`src/rtl/ariane_pkg.sv`:
```
// rtl/ariane_pkg.sv - store-port request/response types, requester indices and arbiter states
package ariane_pkg;

  localparam int NR_STORE_PORTS = 2;
  localparam int ST_PORT_SB     = 0;
  localparam int ST_PORT_AMO    = 1;

  typedef enum logic {ARB_IDLE, ARB_LOCKED} st_arb_state_t;

  typedef struct packed {
    logic [11:0] address_index;
    logic [43:0] address_tag;
    logic [63:0] data_wdata;
    logic        data_req;
    logic        data_we;
    logic [7:0]  data_be;
    logic [1:0]  data_size;
  } dcache_req_i_t;

  typedef struct packed {
    logic        data_gnt;
    logic        data_rvalid;
    logic [63:0] data_rdata;
  } dcache_req_o_t;

endpackage

```
`src/rtl/store_port_sel.sv`:
```
// rtl/store_port_sel.sv - combinational requester select, round-robin from ptr
// STORE_ARB_FIXED_PRIO_EN switches to fixed priority (index 0 wins) and ignores ptr
module store_port_sel #(
  parameter int unsigned NUM_REQ = 2,
  parameter int unsigned IDX_W   = (NUM_REQ > 1) ? $clog2(NUM_REQ) : 1
) (
  input  logic [NUM_REQ-1:0] req_vec,
  input  logic [IDX_W-1:0]   ptr,
  input  logic               block_i,
  output logic [IDX_W-1:0]   sel,
  output logic               any_valid
);

  logic             found;
  logic [IDX_W-1:0] cand;

  always_comb begin
    sel   = '0;
    found = 1'b0;
    cand  = '0;
    for (int unsigned i = 0; i < NUM_REQ; i++) begin
`ifdef STORE_ARB_FIXED_PRIO_EN
      cand = IDX_W'(i);
`else
      cand = IDX_W'((32'(ptr) + i) % NUM_REQ);
`endif
      if (!found && req_vec[cand]) begin
        sel   = cand;
        found = 1'b1;
      end
    end
  end

  assign any_valid = found && !block_i;

`ifdef STORE_ARB_FIXED_PRIO_EN
  logic unused_ptr;
  assign unused_ptr = ^ptr;
`endif

endmodule

```
`src/rtl/store_port_arbiter.sv`:
```
// rtl/store_port_arbiter.sv - locks the single D$ store port to one requester until granted
// STORE_ARB_FIXED_PRIO_EN selects fixed priority instead of round-robin
module store_port_arbiter
  import ariane_pkg::*;
#(
  parameter int unsigned NUM_REQ = 2,
  parameter int unsigned IDX_W   = (NUM_REQ > 1) ? $clog2(NUM_REQ) : 1
) (
  input  logic             clk_i,
  input  logic             rst_i,
  input  logic             block_i,
  output logic             idle_o,
  input  dcache_req_i_t    req_port_i [NUM_REQ],
  output dcache_req_o_t    req_port_o [NUM_REQ],
  output dcache_req_i_t    dcache_req_o,
  input  dcache_req_o_t    dcache_req_i,
  output logic [IDX_W-1:0] grant_idx_o
);

  st_arb_state_t      state_q;
  logic [IDX_W-1:0]   idx_q, rsp_idx_q, ptr, sel, cur_idx;
  logic [NUM_REQ-1:0] req_vec;
  logic               any_valid, active, gnt;

  always_comb begin
    req_vec = '0;
    for (int i = 0; i < NUM_REQ; i++) req_vec[i] = req_port_i[i].data_req;
  end

  store_port_sel #(.NUM_REQ(NUM_REQ), .IDX_W(IDX_W)) u_sel (
    .req_vec  (req_vec),
    .ptr      (ptr),
    .block_i  (block_i),
    .sel      (sel),
    .any_valid(any_valid)
  );

  // A locked requester keeps the port regardless of block_i or competing requests.
  assign cur_idx      = (state_q == ARB_LOCKED) ? idx_q : sel;
  assign active       = !rst_i && ((state_q == ARB_LOCKED) || any_valid);
  assign gnt          = active && dcache_req_i.data_gnt;
  assign dcache_req_o = active ? req_port_i[cur_idx] : '0;
  assign grant_idx_o  = active ? cur_idx : '0;
  assign idle_o       = (state_q == ARB_IDLE) && !dcache_req_o.data_req;

  always_comb begin
    for (int i = 0; i < NUM_REQ; i++) begin
      req_port_o[i]          = '0;
      req_port_o[i].data_gnt = gnt && (cur_idx == IDX_W'(i));
      if (rsp_idx_q == IDX_W'(i)) begin
        req_port_o[i].data_rvalid = dcache_req_i.data_rvalid;
        req_port_o[i].data_rdata  = dcache_req_i.data_rdata;
      end
    end
  end

  always_ff @(posedge clk_i) begin
    if (rst_i) begin
      state_q   <= ARB_IDLE;
      idx_q     <= '0;
      rsp_idx_q <= '0;
    end else if (gnt) begin
      state_q   <= ARB_IDLE;
      rsp_idx_q <= cur_idx;
    end else if (active && (state_q == ARB_IDLE)) begin
      state_q <= ARB_LOCKED;
      idx_q   <= sel;
    end
  end

`ifdef STORE_ARB_FIXED_PRIO_EN
  assign ptr = '0;
`else
  logic [IDX_W-1:0] ptr_q, nxt_ptr;

  assign ptr     = ptr_q;
  assign nxt_ptr = (cur_idx == IDX_W'(NUM_REQ - 1)) ? '0 : cur_idx + IDX_W'(1);

  always_ff @(posedge clk_i) begin
    if (rst_i)    ptr_q <= '0;
    else if (gnt) ptr_q <= nxt_ptr;
  end
`endif

endmodule

```
`config.mk`:
```
export PLATFORM = sky130hd
export DESIGN_NAME = store_port_arbiter
export DESIGN_NICKNAME = d
export VERILOG_FILES = /design/src/rtl/ariane_pkg.sv /design/src/rtl/store_port_sel.sv /design/src/rtl/store_port_arbiter.sv
export SDC_FILE = /design/constraint.sdc
export NUM_CORES = 1
export LEC_CHECK = 0
export BUFFER_PORTS_ARGS = -buffer_cell sky130_fd_sc_hd__buf_2
export CAP_MARGIN = 20
export CORE_AREA = 2 2 231 233
export CTS_CLUSTER_DIAMETER = 100
export DETAILED_ROUTE_END_ITERATION = 10
export DIE_AREA = 0 0 233 235
export HOLD_SLACK_MARGIN = 0.08
export PLACE_DENSITY = 0.31
export SLEW_MARGIN = 20
export SYNTH_ARGS = -nofsm -noshare
export SYNTH_HDL_FRONTEND = slang
export SYNTH_SLANG_ARGS = --single-unit
```
`constraint.sdc`:
```
create_clock -name clk_i -period 3 [get_ports clk_i]
set_input_delay 0.3 -clock clk_i [delete_from_list [all_inputs] [get_ports clk_i]]
set_output_delay 0.3 -clock clk_i [all_outputs]
set_load 0.005 [all_outputs]
```
==> results_dict.tcl <==
set metrics [dict create \
    criticalPathCategory "register to output pin" \
    min_path_cells 2 \
    worstSetupStartpoint "state_q$_SDFFE_PP0P_" \
    cts.htree.levels 1 \
    dieHeight_um 235 \
    drv_cap 0 \
    hold_buffers 0 \
    min_to "state_q$_SDFFE_PP0P_" \
    synthCells 613 \
    start_util_pct 5.64 \
    route.detailed.drc 0 \
    core_mm2 0.0522 \
    maxClockFrequency_mhz 418 \
    status "completed" \
    syn_to_final_growth_pct 130 \
    fp.dieW_um 233 \
    worst_slack_ps 608 \
    yosys-top-cells-area "nand2_1 34%, a21oi_1 23%, nor2b_1 14%, and2_1 14%, clkbuf_1 4.1%" \
    grt_pass1_vias 5623 \
    ir_worst_vdd_v 0.0000965 \
    setup_viol 0 \
    hold_violations 0 \
    synth_compound_area_share_pct 24.6 \
    final.setup.tns_ps 0 \
    postSynthAreaPerCell_um2 4.81 \
    post-cts-setup-buffer-count 0 \
    num_rows 84 \
    muxShareOfSynthArea_pct 0 \
    synth_most_common_cell "nand2_1" \
    placed_area_mm2 0.00669 \
    dr_total_vias 6136 \
    synth_nets 946 \
    grt_start_max_net_pins 103 \
    clkTransAtPathRegs_ps 30 \
    synth_top_family_by_area "simple AND/OR/NAND/NOR gates" \
    synth-main-ff-cell "dfxtp_1" \
    crit_buf_inv 2 \
    cp-end-kind "output pin" \
    layout-drive-gt1-share_pct 52.6 \
    crit_chain "nor2b_1, a22o_4, buf_12, nand2_1, a21oi_1, buf_2" \
    grt_setup_unrepaired "no" \
    slew_headroom_pct 44.9 \
    critPathMaxStageDelay_ps 360 \
    io_buffers 598 \
    r2r-start "state_q$_SDFFE_PP0P_" \
    rr_worst_depth 6 \
    cp_data_arrival_time_ps 2090 \
    cts_tree "built" \
    power.density_mw_per_mm2 166 \
    overflow 0 \
    drv_slew 0 \
    dp_hpwl_um 19000 \
    ff2ff_setup_slack_ps 1450 \
    p_leak_nw 3.97 \
    yosys.area_share.adder_pct 0 \
    cts_sinks 4 \
    yosysWarningCount 0 \
    cp_slowest_cell "dfxtp_1" \
    synth-edff-count 0 \
    synth_xor_area_share_pct 0 \
    place.gp.congestion 0.836 \
    yosysTopAreaCell "nand2_1" \
    fin_hold_ws_ps 319 \
    final_antenna_net_count 0 \
    finalNetCount 1499 \
    root_buffer "clkbuf_16" \
    wl_um 22400 \
    cts_resized 0 \
    io_pins 599 \
    cts_made_buffers 3 \
    netlist_area_mm2 0.00295 \
    ys_top_cells_by_count "265 x nand2_1, 135 x a21oi_1, 66 x nor2b_1, 65 x and2_1, 32 x clkbuf_1" \
    clock_latency_ps 230 \
    drtPass1Iterations 6 \
    wl_per_cell_um 12.1 \
    regToRegEndpoint "rsp_idx_q$_SDFFE_PP0P_" \
    worstPathRequired_ps 2700 \
    crit_family "compound AO/OA/AOI/OAI gates" \
    post-place-ws_ps 803 \
    fin_crit_sh_pct 79.7 \
    die_area_mm2 0.0548 \
    ys_ff_latch 4 \
    synth-simple-area-share_pct 63.2 \
    cts_max_path_buffers 2 \
    track_usage_pct 7.24 \
    synth_top_cell_area_share_pct 33.7 \
    worstHoldStart "dcache_req_i[65]" \
    synth_cell_types 19 \
    finalCriticalPeriod_ps 2390 \
    drt-vias-per-instance 3.31 \
    antenna_found_initial 2 \
    final_area_mm2 0.00677 \
    grt_pass1_wl_um 30800 \
    crit_fanout 53 \
    worst_setup_path_start_kind "register" \
    fin_worst_skew_ps 0.913 \
    seq_area_frac_synth_pct 2.72 \
    drtIter0Drc 164 \
    worstHoldPathType "input pin to register" \
    async_reset_ff_share_pct 0 \
    tightest_slew_ps 826 \
]
[state kept, by name (all words and copies together) (netlist names)]
name	cells
idx_q	1
state_q	1
ptr	1
rsp_idx_q	1
[logic make-up after synthesis]
kind of cell / after synthesis
simple gates: 407
buf+inv: 61
flops: 4
compound gates: 141
[worst register-to-register path, delay by kind of cell (launching register included)]
kind / cells / cell delay [ps]
flip-flops: 1 / 440
AND/OR/NAND/NOR: 3 / 320
buffers and inverters: 2 / 380
AO/OA/AOI/OAI: 1 / 300
[worst max path at each step]
| stage | to | slack [ps] | cells past startpoint |
|---|---|---|---|
| floorplan | dcache_req_o[100] | 1390 | 6 |
| global placement | dcache_req_o[87] | 780 | 7 |
| detailed placement | dcache_req_o[123] | 800 | 7 |
| CTS | dcache_req_o[123] | 630 | 6 |
| global route | dcache_req_o[87] | 530 | 6 |
| finish | dcache_req_o[123] | 610 | 6 |
[through the flow]
| step | instances | util (%) | total power [mW] |
|---|---|---|---|
| global placement | 1849 | 12.8 | 0.931 |
| finish | 1854 | 13.0 | 1.12 |
| floorplan | 613 | - | 0.420 |
| global route | 1854 | 13.0 | 1.24 |
| detailed placement | 1849 | 12.8 | 0.921 |
| CTS | 1853 | 13.0 | 1.14 |
[power by group]
part	leakage, nW	internal (mW)	switching (mW)
clock network	0.0382	0.176	0.0391
logic	3.90	0.408	0.425
registers	0.0334	0.0558	0.0184
total	3.97	0.639	0.483
[metal layers]
layer / GRT usage, % / part of all wire [%]
met5: 0 / 0
met4: 3.07 / 4.5
met3: 0.765 / 7.9
met2: 15.4 / 55
met1: 6.71 / 32
[layout make-up]
type                            instances  area [µm²]
Inverter                                3        11.3
Clock buffer                            4        78.8
Sequential cell                         4        83.8
Multi-Input combinational cell        548        2610
Antenna cell                            1        2.50
Timing Repair Buffer                  606        3130
Fill cell                            6166       45500
Tap cell                              688         861
[cells in the final DEF (no fill, tap or decap)]
cell type / count
buf_2: 598
nand2_1: 265
a21oi_1: 135
nor2b_1: 66
and2_1: 65
nor2_1: 6
buf_12: 6
inv_1: 3
nor3_1: 3
clkbuf_16: 3
dfxtp_1: 3
buf_4: 2
diode_2: 1
nand2b_1: 1
a22oi_2: 1
a22o_4: 1
o21bai_1: 1
a21o_4: 1
nand3_1: 1
a32oi_1: 1
o21ai_0: 1
clkbuf_1: 1
dfxtp_4: 1
Power figures use the tool's default switching activity.
